==> config.mk <==
export PLATFORM = sky130hd
export DESIGN_NAME = serial_cla_adder32
export DESIGN_NICKNAME = d
export VERILOG_FILES = /design/src/rtl/cla_pkg.sv /design/src/rtl/cla_nibble_sum.sv /design/src/rtl/serial_cla_adder32.sv
export SDC_FILE = /design/constraint.sdc
export NUM_CORES = 1
export LEC_CHECK = 0
export BUFFER_PORTS_ARGS = -buffer_cell sky130_fd_sc_hd__buf_2
export CORE_ASPECT_RATIO = 1.5
export CORE_MARGIN = 2
export CORE_UTILIZATION = 36
export DETAILED_ROUTE_END_ITERATION = 12
export SLEW_MARGIN = 20
export SYNTH_ARGS = -nofsm -noshare
export SYNTH_HDL_FRONTEND = slang
export SYNTH_SLANG_ARGS = --single-unit
==> constraint.sdc <==
create_clock -name clk -period 5.7 [get_ports clk]
set_input_delay 0.855 -clock clk [delete_from_list [all_inputs] [get_ports clk]]
set_output_delay 0.855 -clock clk [all_outputs]
set_load 0.05 [all_outputs]
==> src/rtl/cla_pkg.sv <==
// Shared definitions for the serial carry-lookahead adder: group count,
// nibble-index width and FSM state encoding.
package cla_pkg;

    localparam int NIBBLES_DEF  = 8;
    localparam int NIBBLE_IDX_W = $clog2(NIBBLES_DEF);

    typedef enum logic [1:0] {
        IDLE = 2'd0,
        RUN  = 2'd1,
        DONE = 2'd2
    } cla_state_e;

endpackage

==> src/rtl/cla_nibble_sum.sv <==
// Combinational 4-bit carry-lookahead group: sum bits, group generate and
// propagate, and the carry into bit 3 (needed for signed overflow on the top group).
module cla_nibble_sum (
    input  logic [3:0] a_i,
    input  logic [3:0] b_i,
    input  logic       cin_i,
    output logic [3:0] sum_o,
    output logic       g_o,
    output logic       p_o,
    output logic       c3_o
);

    logic [3:0] g_s;
    logic [3:0] p_s;
    logic [3:0] c_s;

    assign g_s = a_i & b_i;
    assign p_s = a_i | b_i;

    // Carries are expanded from the group carry-in so no ripple path exists inside the group.
    assign c_s[0] = cin_i;
    assign c_s[1] = g_s[0] | (p_s[0] & cin_i);
    assign c_s[2] = g_s[1] | (p_s[1] & g_s[0]) | (p_s[1] & p_s[0] & cin_i);
    assign c_s[3] = g_s[2] | (p_s[2] & g_s[1]) | (p_s[2] & p_s[1] & g_s[0])
                  | (p_s[2] & p_s[1] & p_s[0] & cin_i);

    assign sum_o = a_i ^ b_i ^ c_s;
    assign g_o   = g_s[3] | (p_s[3] & g_s[2]) | (p_s[3] & p_s[2] & g_s[1])
                 | (p_s[3] & p_s[2] & p_s[1] & g_s[0]);
    assign p_o   = &p_s;
    assign c3_o  = c_s[3];

endmodule

==> src/rtl/serial_cla_adder32.sv <==
// Serial adder/subtractor: one 4-bit lookahead group per clock, result,
// carry-out and signed overflow presented after the last group.
module serial_cla_adder32
    import cla_pkg::*;
#(
    parameter int NIBBLES = NIBBLES_DEF
) (
    input  logic                   clk,
    input  logic                   rst_n,
    input  logic                   start,
    input  logic                   sub,
    input  logic [4*NIBBLES-1:0]   a,
    input  logic [4*NIBBLES-1:0]   b,
    output logic                   busy,
    output logic                   done,
    output logic [4*NIBBLES-1:0]   result,
    output logic                   cout,
    output logic                   overflow
);

    localparam int W = 4 * NIBBLES;
    localparam logic [NIBBLE_IDX_W-1:0] LAST_IDX = NIBBLE_IDX_W'(NIBBLES - 1);

    cla_state_e              state_q, state_d;
    logic [W-1:0]            a_q, a_d;
    logic [W-1:0]            b_q, b_d;
    logic                    carry_q, carry_d;
    logic [NIBBLE_IDX_W-1:0] idx_q, idx_d;
    logic [W-1:0]            result_q, result_d;
    logic                    cout_q, cout_d;
    logic                    ovf_q, ovf_d;

    logic [3:0] nib_a_s;
    logic [3:0] nib_b_s;
    logic [3:0] nib_sum_s;
    logic       nib_g_s;
    logic       nib_p_s;
    logic       nib_c3_s;
    logic       grp_carry_s;

    assign nib_a_s     = a_q[{idx_q, 2'b00} +: 4];
    assign nib_b_s     = b_q[{idx_q, 2'b00} +: 4];
    assign grp_carry_s = nib_g_s | (nib_p_s & carry_q);

    cla_nibble_sum u_nibble (
        .a_i   (nib_a_s),
        .b_i   (nib_b_s),
        .cin_i (carry_q),
        .sum_o (nib_sum_s),
        .g_o   (nib_g_s),
        .p_o   (nib_p_s),
        .c3_o  (nib_c3_s)
    );

    // State and datapath registers; any reset discards an in-flight operation.
    always_ff @(posedge clk or negedge rst_n) begin
        if (!rst_n) begin
            state_q  <= IDLE;
            a_q      <= {W{1'b0}};
            b_q      <= {W{1'b0}};
            carry_q  <= 1'b0;
            idx_q    <= {NIBBLE_IDX_W{1'b0}};
            result_q <= {W{1'b0}};
            cout_q   <= 1'b0;
            ovf_q    <= 1'b0;
        end else begin
            state_q  <= state_d;
            a_q      <= a_d;
            b_q      <= b_d;
            carry_q  <= carry_d;
            idx_q    <= idx_d;
            result_q <= result_d;
            cout_q   <= cout_d;
            ovf_q    <= ovf_d;
        end
    end

    // Next-state and datapath update; subtraction is a + ~b + 1 via the initial carry.
    always_comb begin
        state_d  = state_q;
        a_d      = a_q;
        b_d      = b_q;
        carry_d  = carry_q;
        idx_d    = idx_q;
        result_d = result_q;
        cout_d   = cout_q;
        ovf_d    = ovf_q;
        case (state_q)
            IDLE, DONE: begin
                if (start) begin
                    a_d      = a;
                    b_d      = b ^ {W{sub}};
                    carry_d  = sub;
                    idx_d    = {NIBBLE_IDX_W{1'b0}};
                    result_d = {W{1'b0}};
                    state_d  = RUN;
                end else begin
                    state_d  = IDLE;
                end
            end
            RUN: begin
                result_d[{idx_q, 2'b00} +: 4] = nib_sum_s;
                carry_d = grp_carry_s;
                if (idx_q == LAST_IDX) begin
                    cout_d  = grp_carry_s;
                    ovf_d   = nib_c3_s ^ grp_carry_s;
                    state_d = DONE;
                end else begin
                    idx_d   = idx_q + NIBBLE_IDX_W'(1);
                end
            end
            default: begin
                state_d = IDLE;
            end
        endcase
    end

    assign busy     = (state_q == RUN);
    assign done     = (state_q == DONE);
    assign result   = result_q;
    assign cout     = cout_q;
    assign overflow = ovf_q;

endmodule

==> results.md, run 1 <==
- Outcome: finished clean
- Slew @ Worst Pin: 1.02 ns
- Library cells used by synthesis: 40
- DRT Pass-1 Iters: 4
- Crit-path cells: buf_4 > mux4_1 > nand2_1 > and2_2 > inv_1 > ha_1 > nor2b_1 > a211oi_2 > o311ai_2 > o21ai_0
- FMAX: 0.313 GHz
- CP max-delay cell: mux4_1
- Final net count: 685
- Worst Setup Start Kind: flop
- Wire per inst: 14.8 um
- Clock buffer depth: 2
- # DRC: 0
- Main synth FF type: dfrtp_1
- Pwr/cell area: a little under 700 mW/mm2
- Min Tclk post-route: ~3.2 ns
- Via density: 4.78
- Worst Path Max Fanout: 27
- Final core utilization: 43.6%
- Die area: 0.0154 mm2
- Largest family of logic cells by synthesized area: simple AND/OR/NAND/NOR gates
- Final Instance Area: 0.00613 mm2
- Max cap viols: 0
- Hold_buf cts: 0
- Final clock skew: just over 0.009 ns
- Hold WS: approximately 0.48 ns
- Final setup fails: 0
- I/O pins: between 100 and 150
- Area leader, netlist: dfrtp_1
- GRT Residual Overflow: 0
- Total power: 4.13 mW
- P_leak: 3.02 nW
- Port Buf Inserts: 103
- Worst EP required: 5.90 ns
- Wirelength, routed: 11800 um
- Min-delay worst type: reg2reg
- Placed wire-length estimate: approximately 9000 um
- Fraction of layout cells with a size suffix above 1: 26.1%
- Unrepaired setup endpoints after global routing: false
- Syn Inst Count: 510
- Data arrival time of the critical path: 3.40 ns
- Post-CTS setup buffer count: 0
- Bufs and invs on worst path: 2
- TritonCTS clock tree: yes
- TritonCTS Buffers: 9
- Pins over their slew limit: 0
- GRT Total Usage: 16.1%
- DRT iter0 DRCs: around 140
- FILL cells: 1423
- Max incr delay on CP: 0.62 ns
- Global placer's final weighted congestion: 0.832
- FP Rows: 53
- Post-Syn Area: between 0.005 and 0.006 mm2
- Synth area leaders: dfrtp_1 (50%), nand2_1 (11%), xnor2_1 (5.8%)
- DP Area: 0.00583 mm2
- # H-tree levels: 3
- Ant. Diodes: 0
- Max-Slew Margin vs Limit: 32.0%
- Syn Area/Cell: 10.1 um2
- Area of the core: 0.0141 mm2
- Async SR Flop Fraction: 100%
- Post-synth top area share: 50.3%
- Post-Synth Simple-Gate Area: approximately 18%
- Seq cells post-synth: 104
- Adder-Cell Fraction of Synth Area: under 10%
- Worst skew pair latency: about 0.35 ns
- Layout area overhead: 18.6%
- CTS root buf: clkbuf_16
- Die H: about 150 um
- First-pass GRT wire length: 18900 um
- Compound-Gate Fraction of Synth Area: 10.6%
- Die W: 102 um
- Vias: 3811
- Fin crit share: 56.1%
- Net count after synthesis: a little under 600
- Initial Utilization: 36.8%
- Mux contribution to synthesized area: 7.26%
- Clock transition at path regs: around 0.080 ns
- TNS Setup: 0 ns
- Critical path type: reg2reg
- # clock sinks: 104
- Antenna-violating nets left: 0
- Synth Area in XOR/XNOR: 6.10%
- Sequential area share after synthesis: 50.3%
- CP Capture Type: flop
- Synthesis warning total: 0
- Final Hold Fails: 0
- Post-synth EDFFs: 0
- Post_cts resized: 0
- Peak VDD IR: ~340 uV
- Largest net degree at the start of global routing: 110
- Vias in the first global route: 3835
- CP delay by family, top: compound AO/OA/AOI/OAI gates
- Antenna violations before repair: 0
==> per-stage QoR <==
stage / instances / setup WS [ns]
4_1_cts: 797 / 2.46
6_report: 797 / 2.50
2_1_floorplan: 510 / 3.11
3_5_place_dp: 781 / 2.49
5_1_grt: 797 / 2.22
3_3_place_gp: 781 / 2.65
==> registers in the layout (all words and copies together) (netlist names) <==
name / flops
a_q: 32
b_q: 32
carry_q: 1
cout: 1
idx_q: 3
overflow: 1
result: 32
state_q: 2
==> Yosys cell counts (4+ instances only) <==
master / instances
nand2b_1: 5
o21ai_0: 52
clkbuf_1: 10
nor2b_1: 5
nand3_1: 11
ha_1: 16
buf_1: 4
mux4_2: 12
a22o_1: 7
nand4_1: 7
nor2_1: 9
nand2_1: 153
inv_2: 5
a21oi_1: 6
buf_2: 10
mux4_1: 4
inv_1: 11
o2bb2ai_1: 10
dfrtp_1: 104
and2_2: 6
xnor2_1: 34
==> layout make-up <==
type                       count  area, um2  area share [%]
multi-input combinational    362       2380            38.8
clock buffer                   9        225            3.67
sequential                   104       2600            42.4
timing repair buffer         106        541            8.81
tap                          192        240            3.92
clock inverter                 7       82.6            1.35
inverter                      17       63.8            1.04
==> where the power goes <==
part           internal (mW)  total, mW  switching, mW
logic                  0.763       2.18           1.42
registers               1.07       1.30          0.229
clock network          0.349      0.640          0.291
==> kinds of logic after synthesis <==
kind of cell / after synthesis
XOR/XNOR: 36
multiplexers: 16
buffers and inverters: 44
AO/OA/AOI/OAI: 86
flip-flops: 104
AND/OR/NAND/NOR: 207
adder cells (fa/ha/maj): 17
==> layout by cell type (no fill, tap or decap), drive strengths merged, types with 10 or more instances in the layout <==
cell,synthesis,layout
buf,17,106
xnor2,34,34
ha,16,16
dfrtp,104,104
inv,16,20
o21ai,53,53
nand3,11,11
nand2,153,153
mux4,16,16
o2bb2ai,10,10
==> final timing paths <==
| check | slack (ns) | from | depth (start not counted) | to |
|---|---|---|---|---|
| worst min-delay path | 0.48 | a_q[19]$_DFFE_PN0P_ | 2 | a_q[19]$_DFFE_PN0P_ |
| worst max-delay path | 2.50 | idx_q[0]$_DFFE_PN0P_ | 10 | result[19]$_DFFE_PN0P_ |
| worst max register to register | 2.50 | idx_q[0]$_DFFE_PN0P_ | 10 | result[19]$_DFFE_PN0P_ |
| worst min register to register | 0.48 | a_q[19]$_DFFE_PN0P_ | 2 | a_q[19]$_DFFE_PN0P_ |
| min in group asynchronous | 0.51 | rst_n | 1 | a_q[8]$_DFFE_PN0P_ |
| max in group asynchronous | 4.06 | rst_n | 2 | b_q[14]$_DFFE_PN0P_ |
==> tightest hold or removal path, cell delays in order (launching register included) <==
cell and delay (ns):
dfrtp_1 0.34, nand2_1 0.05, nand2_1 0.05
==> per-layer routing <==
layer	vias to the layer above	part of all wire, %	track usage (%)
met1	1796	42	19.7
met5	-	0	0
li1	1900	-	-
met3	23	3.2	2.91
met2	92	52	27.6
met4	0	2.8	6.53
No activity file was read; power rests on OpenSTA's default activity.
==> inputs of run 2 (changes only) <==
Clock period 5.7 ns to 3.1 ns, I/O delays scaled along.
==> results.md, run 2 (synthesis gave the netlist of run 1 again) <==
- # DRC: 0 (unchanged)
- Worst skew pair latency: 0.34 ns (was 0.35 ns)
- Min-delay worst type: in2async (was reg2reg)
- Switching Fraction: 45.6% (was 47.0%)
- Peak VDD IR: 862 uV (was 336 uV)
- R2r startpoint: idx_q[0]$_DFFE_PN0P_ (unchanged)
- Post_cts resized: 0 (unchanged)
- Hold_buf cts: 0 (unchanged)
- Die W: 102 um (unchanged)
- Clock buffer depth: 2 (unchanged)
- Die H: 151 um (unchanged)
- Hold WS: 0.159 ns (was 0.476 ns)
- Final setup fails: 0 (unchanged)
- CP delay by family, top: multiplexers (was compound AO/OA/AOI/OAI gates)
- Most common cell after layout, fill and taps aside: nand2_1 (unchanged)
- Clock group share of total power: 15.7% (was 15.5%)
- TNS Setup: 0 ns (unchanged)
- Placed wire-length estimate: 8550 um (was 8800 um)
- GRT Residual Overflow: 0 (unchanged)
- Antenna-violating nets left: 0 (unchanged)
- Largest net degree at the start of global routing: 110 (unchanged)
- Vias: 3856 (was 3811)
- Max incr delay on CP: 0.57 ns (was 0.62 ns)
- Layout area overhead: 20.1% (was 18.6%)
- Final Hold Fails: 0 (unchanged)
- Vias in the first global route: 3922 (was 3835)
- Bufs and invs on worst path: 3 (was 2)
- Data arrival time of the critical path: 2.85 ns (was 3.40 ns)
- Area of the core: 0.0141 mm2 (unchanged)
- Ant. Diodes: 0 (unchanged)
- Wire per inst: 14.4 um (was 14.8 um)
- Fin crit share: 83.6% (was 56.1%)
- Fraction of layout cells with a size suffix above 1: 26.8% (was 26.1%)
- Wirelength, routed: 11600 um (was 11800 um)
- Total power: 7.86 mW (was 4.13 mW)
- Global placer's final weighted congestion: 0.880 (was 0.832)
- Reg2reg end: result[19]$_DFFE_PN0P_ (unchanged)
- Reg2reg setup slack: 0.51 ns (was 2.50 ns)
- CTS root buf: clkbuf_16 (unchanged)
- Pwr/cell area: 1260 mW/mm2 (was 673 mW/mm2)
- Worst Setup Start Kind: flop (unchanged)
- Final net count: 691 (was 685)
- Slew @ Worst Pin: 1.00 ns (was 1.02 ns)
- Post-CTS setup buffer count: 0 (unchanged)
- FP Rows: 53 (unchanged)
- TritonCTS clock tree: yes (unchanged)
- Clock transition at path regs: 0.07 ns (was 0.08 ns)
- Via density: 4.80 (was 4.78)
- Worst Path Max Fanout: 30 (was 27)
- DRT Pass-1 Iters: 4 (unchanged)
- Psw: 3.58 mW (was 1.94 mW)
- DP Worst Slack: 0.478 ns (was 2.49 ns)
- # H-tree levels: 3 (unchanged)
- Final Instance Area: 0.00621 mm2 (was 0.00613 mm2)
- Int Pwr: 4.28 mW (was 2.18 mW)
- R2R depth: 11 (was 10)
- Pins over their slew limit: 0 (unchanged)
- Unrepaired setup endpoints after global routing: false (unchanged)
- TritonCTS Buffers: 9 (unchanged)
- First-pass GRT wire length: 18800 um (was 18900 um)
- Most frequent cells in the layout: nand2_1 (153), dfrtp_1 (104), buf_2 (102) (unchanged)
- CP Capture Type: flop (unchanged)
- Initial Utilization: 36.8% (unchanged)
- GRT Total Usage: 15.8% (was 16.1%)
- Min Tclk post-route: 2.59 ns (was 3.20 ns)
- Die area: 0.0154 mm2 (unchanged)
- I/O pins: 104 (unchanged)
- Max-Slew Margin vs Limit: 33.1% (was 32.0%)
- Port Buf Inserts: 103 (unchanged)
- DRT iter0 DRCs: 145 (was 135)
- # clock sinks: 104 (unchanged)
- Antenna violations before repair: 0 (unchanged)
- Outcome: finished clean (unchanged)
- Most frequent CP cell: o21ai_0
- FMAX: 0.386 GHz (was 0.313 GHz)
- Reg power frac: 29.4% (was 31.6%)
- Final worst slack: 0.507 ns (was 2.50 ns)
- Crit-path cells: buf_12 > mux4_1 > nand2_1 > and2_2 > inv_1 > ha_1 > nor2b_1 > o21ai_0 > o311ai_2 > buf_4 > o21ai_0 (was buf_4 > mux4_1 > nand2_1 > and2_2 > inv_1 > ha_1 > nor2b_1 > a211oi_2 > o311ai_2 > o21ai_0)
- Worst EP required: 3.36 ns (was 5.90 ns)
- Max cap viols: 0 (unchanged)
- DP Area: 0.00588 mm2 (was 0.00583 mm2)
- P_leak: 3.06 nW (was 3.02 nW)
- CP max-delay cell: mux4_1 (unchanged)
- Part of the power in combinational logic: 54.9% (was 52.9%)
- Critical path type: reg2reg (unchanged)
- Final clock skew: 0.00674 ns (was 0.00907 ns)
-- run 2: stage by stage --
stage	util [%]	std cells
after floorplan	-	510
after global placement	41.8	787
after detailed placement	41.8	787
after CTS	44.2	803
after global routing	44.2	803
final	44.2	803
-- run 2: how the worst max path moves through the flow --
stage                               from                endpoint  slack (ns)  depth (start not counted)
global route        idx_q[0]$_DFFE_PN0P_  result[15]$_DFFE_PN0P_        0.33                         11
CTS                 idx_q[0]$_DFFE_PN0P_  result[19]$_DFFE_PN0P_        0.48                         11
finish              idx_q[0]$_DFFE_PN0P_  result[19]$_DFFE_PN0P_        0.51                         11
global placement    idx_q[0]$_DFFE_PN0P_  result[19]$_DFFE_PN0P_        0.55                         11
detailed placement  idx_q[0]$_DFFE_PN0P_  result[19]$_DFFE_PN0P_        0.48                         11
floorplan           idx_q[0]$_DFFE_PN0P_  result[15]$_DFFE_PN0P_        0.51                         11
-- run 2: layout make-up --
| class | count | area (um2) |
|---|---|---|
| fillers | 1386 | 7850 |
| flip-flops and latches | 104 | 2600 |
| inverters | 17 | 63.8 |
| multi-input cells | 362 | 2380 |
| repair buffers | 112 | 602 |
| well taps | 192 | 240 |
| clock buffers | 9 | 225 |
| clock inverters | 7 | 100 |
-- run 2: power by group through the flow --
stage	Clock [mW]	Combinational (mW)	Sequential (mW)
3_5_place_dp	0	4.35	2.34
6_report	1.23	4.32	2.31
4_1_cts	1.26	4.37	2.31
2_1_floorplan	0	2.50	2.91
3_3_place_gp	0	4.25	2.31
5_1_grt	1.32	4.76	2.38
-- run 2: metal layers --
metal / part of all wire, % / track usage (%) / up-vias
met1: 42 / 18.7 / 1851
met3: 3.5 / 3.05 / 17
met4: 2.4 / 6.87 / 0
met2: 52 / 27.8 / 85
met5: 0 / 0 / -
li1: - / - / 1903
==> inputs of run 3 (changes only) <==
Clock period 3.1 ns to 2.2 ns, I/O delays scaled along.
==> results.md, run 3 (synthesis gave the netlist of run 1 again) <==
- FP Rows: 53 (unchanged)
- GRT Total Usage: 16.9% (was 15.8%)
- Placed insts: 805 (was 787)
- Most common cell after layout, fill and taps aside: nand2_1 (unchanged)
- Final Non-Filler Cells: 827 (was 803)
- FMAX: 0.419 GHz (was 0.386 GHz)
- Final Hold Fails: 0 (unchanged)
- # clock sinks: 104 (unchanged)
- Worst Hold End: a_q[13]$_DFFE_PN0P_
- GRT Residual Overflow: 0 (unchanged)
- Pins over their slew limit: 0 (unchanged)
- Min-delay worst type: in2reg (was in2async)
- Final worst slack: -0.184 ns (was 0.507 ns)
- Worst skew pair latency: 0.35 ns (was 0.34 ns)
- Data arrival time of the critical path: 2.61 ns (was 2.85 ns)
- Via density: 4.90 (was 4.80)
- Critical path type: reg2reg (unchanged)
- Reg2reg end: result[11]$_DFFE_PN0P_ (was result[19]$_DFFE_PN0P_)
- Final core utilization: 47.8% (was 44.2%)
- Hold path depth: 3
- Ant. Diodes: 0 (unchanged)
- Max-Slew Margin vs Limit: 65.7% (was 33.1%)
- Unrepaired setup endpoints after global routing: true (was false)
- Most frequent cells in the layout: nand2_1 (153), dfrtp_1 (103), buf_2 (102) (was nand2_1 (153), dfrtp_1 (104), buf_2 (102))
- DP Area: 0.00615 mm2 (was 0.00588 mm2)
- CTS root buf: clkbuf_16 (unchanged)
- DRT iter0 DRCs: 155 (was 145)
- Antenna violations before repair: 0 (unchanged)
- Worst Path Max Fanout: 8 (was 30)
- Global placer's final weighted congestion: 0.840 (was 0.880)
- CP Capture Type: flop (unchanged)
- R2r startpoint: idx_q[0]$_DFFE_PN0P_ (unchanged)
- DP Worst Slack: -0.268 ns (was 0.478 ns)
- Slew @ Worst Pin: 0.515 ns (was 1.00 ns)
- DRT Pass-1 Iters: 4 (unchanged)
- CP startpoint: idx_q[0]$_DFFE_PN0P_ (unchanged)
- Final Instance Area: 0.00672 mm2 (was 0.00621 mm2)
- Final setup fails: 34 (was 0)
- Wire per inst: 15.2 um (was 14.4 um)
- Hold Startpoint: a[13]
- Vias in the first global route: 4168 (was 3922)
- Reg2reg setup slack: -0.18 ns (was 0.51 ns)
- Antenna-violating nets left: 0 (unchanged)
- Area of the core: 0.0141 mm2 (unchanged)
- I/O pins: 104 (unchanged)
- Final net count: 715 (was 691)
- Vias: 4052 (was 3856)
- FILL cells: 1308 (was 1386)
- Failing checks: negative setup slack
- Clock transition at path regs: 0.07 ns (about the same)
- Die area: 0.0154 mm2 (unchanged)
- # H-tree levels: 3 (unchanged)
- Die H: 151 um (unchanged)
- Die W: 102 um (unchanged)
- First-pass GRT wire length: 20100 um (was 18800 um)
- TritonCTS clock tree: yes (unchanged)
- Worst EP required: 2.43 ns (was 3.36 ns)
- Fraction of layout cells with a size suffix above 1: 35.9% (was 26.8%)
- R2R depth: 11 (unchanged)
- Clock buffer depth: 2 (unchanged)
- Port Buf Inserts: 103 (unchanged)
- Fin crit share: 108% (was 83.6%)
- Min Tclk post-route: 2.38 ns (was 2.59 ns)
- Initial Utilization: 36.8% (unchanged)
- Wirelength, routed: 12600 um (was 11600 um)
- Layout area overhead: 30.0% (was 20.1%)
- Max cap viols: 0 (unchanged)
- Final clock skew: 0.0129 ns (was 0.00674 ns)
- Largest net degree at the start of global routing: 48 (was 110)
- Outcome: finished, violations left (was finished clean)
- Worst Setup Start Kind: flop (unchanged)
- TritonCTS Buffers: 9 (unchanged)
- # DRC: 0 (unchanged)
- Placed wire-length estimate: 9240 um (was 8550 um)
==> run 3: changes by cell type in the layout (fill, tap and decap cells not counted), moves of 6 or more <==
cell     previous run  this run
o21ai_0            52        35
and2_2              6         0
ha_4                0         7
and2_4              2         8
buf_4               8        25
ha_1               16         5
o21ai_1             1        13
==> run 3: final cells by class <==
cell class | instances | area [um2] | area share, %
well taps | 192 | 240 | 3.57
flip-flops and latches | 104 | 2600 | 38.7
repair buffers | 136 | 855 | 12.7
clock buffers | 9 | 225 | 3.35
clock inverters | 7 | 92.6 | 1.38
inverters | 17 | 71.3 | 1.06
multi-input cells | 362 | 2640 | 39.2
==> run 3: how the worst max path moves through the flow <==
stage,endpoint,cells after the start
after CTS,result[11]$_DFFE_PN0P_,11
after floorplan,result[11]$_DFFE_PN0P_,11
final,result[11]$_DFFE_PN0P_,11
after global placement,result[19]$_DFFE_PN0P_,11
after global routing,result[11]$_DFFE_PN0P_,11
after detailed placement,result[13]$_DFFE_PN0P_,9
==> run 3: layer usage <==
metal  global-route usage (%)  up-vias  routed length, um
li1                         -     1946                  -
met1                     19.6     1989               4930
met2                     30.7       96               6860
met3                     3.05       21                426
met4                     6.33        0                351
met5                        0        -                  0
==> run 3: what timing repair did <==
action                                  4_1_cts  5_1_grt
hold endpoints to repair                     32        0
gates resized for setup                      42       13
pin swaps                                    19       12
endpoints found under the setup margin       35       35
hold buffers                                  1        0
cloned                                        1        0
buffers inserted                              8        0
==> run 3: worst max-delay path, cell delays in order (launching register included) <==
cell and delay [ns]:
dfrtp_2 0.43, buf_6 0.14, mux4_2 0.51, nand2_1 0.09
and2_4 0.17, inv_2 0.04, ha_4 0.17, nor2b_4 0.17
a211oi_4 0.06, o311ai_4 0.25, buf_12 0.17, o2bb2ai_2 0.06
==> run 3: through the flow <==
stage	hold WS (ns)	setup TNS [ns]
6_report	0.171	-3.61
3_3_place_gp	0.305	-5.22
4_1_cts	0.165	-4.07
5_1_grt	0.185	-5.96
2_1_floorplan	0.0344	-3.70
3_5_place_dp	0.305	-6.59
Power of run 3 is not shown: default switching activity piles up to over one toggle a cycle in this logic, so the estimate is an artifact.
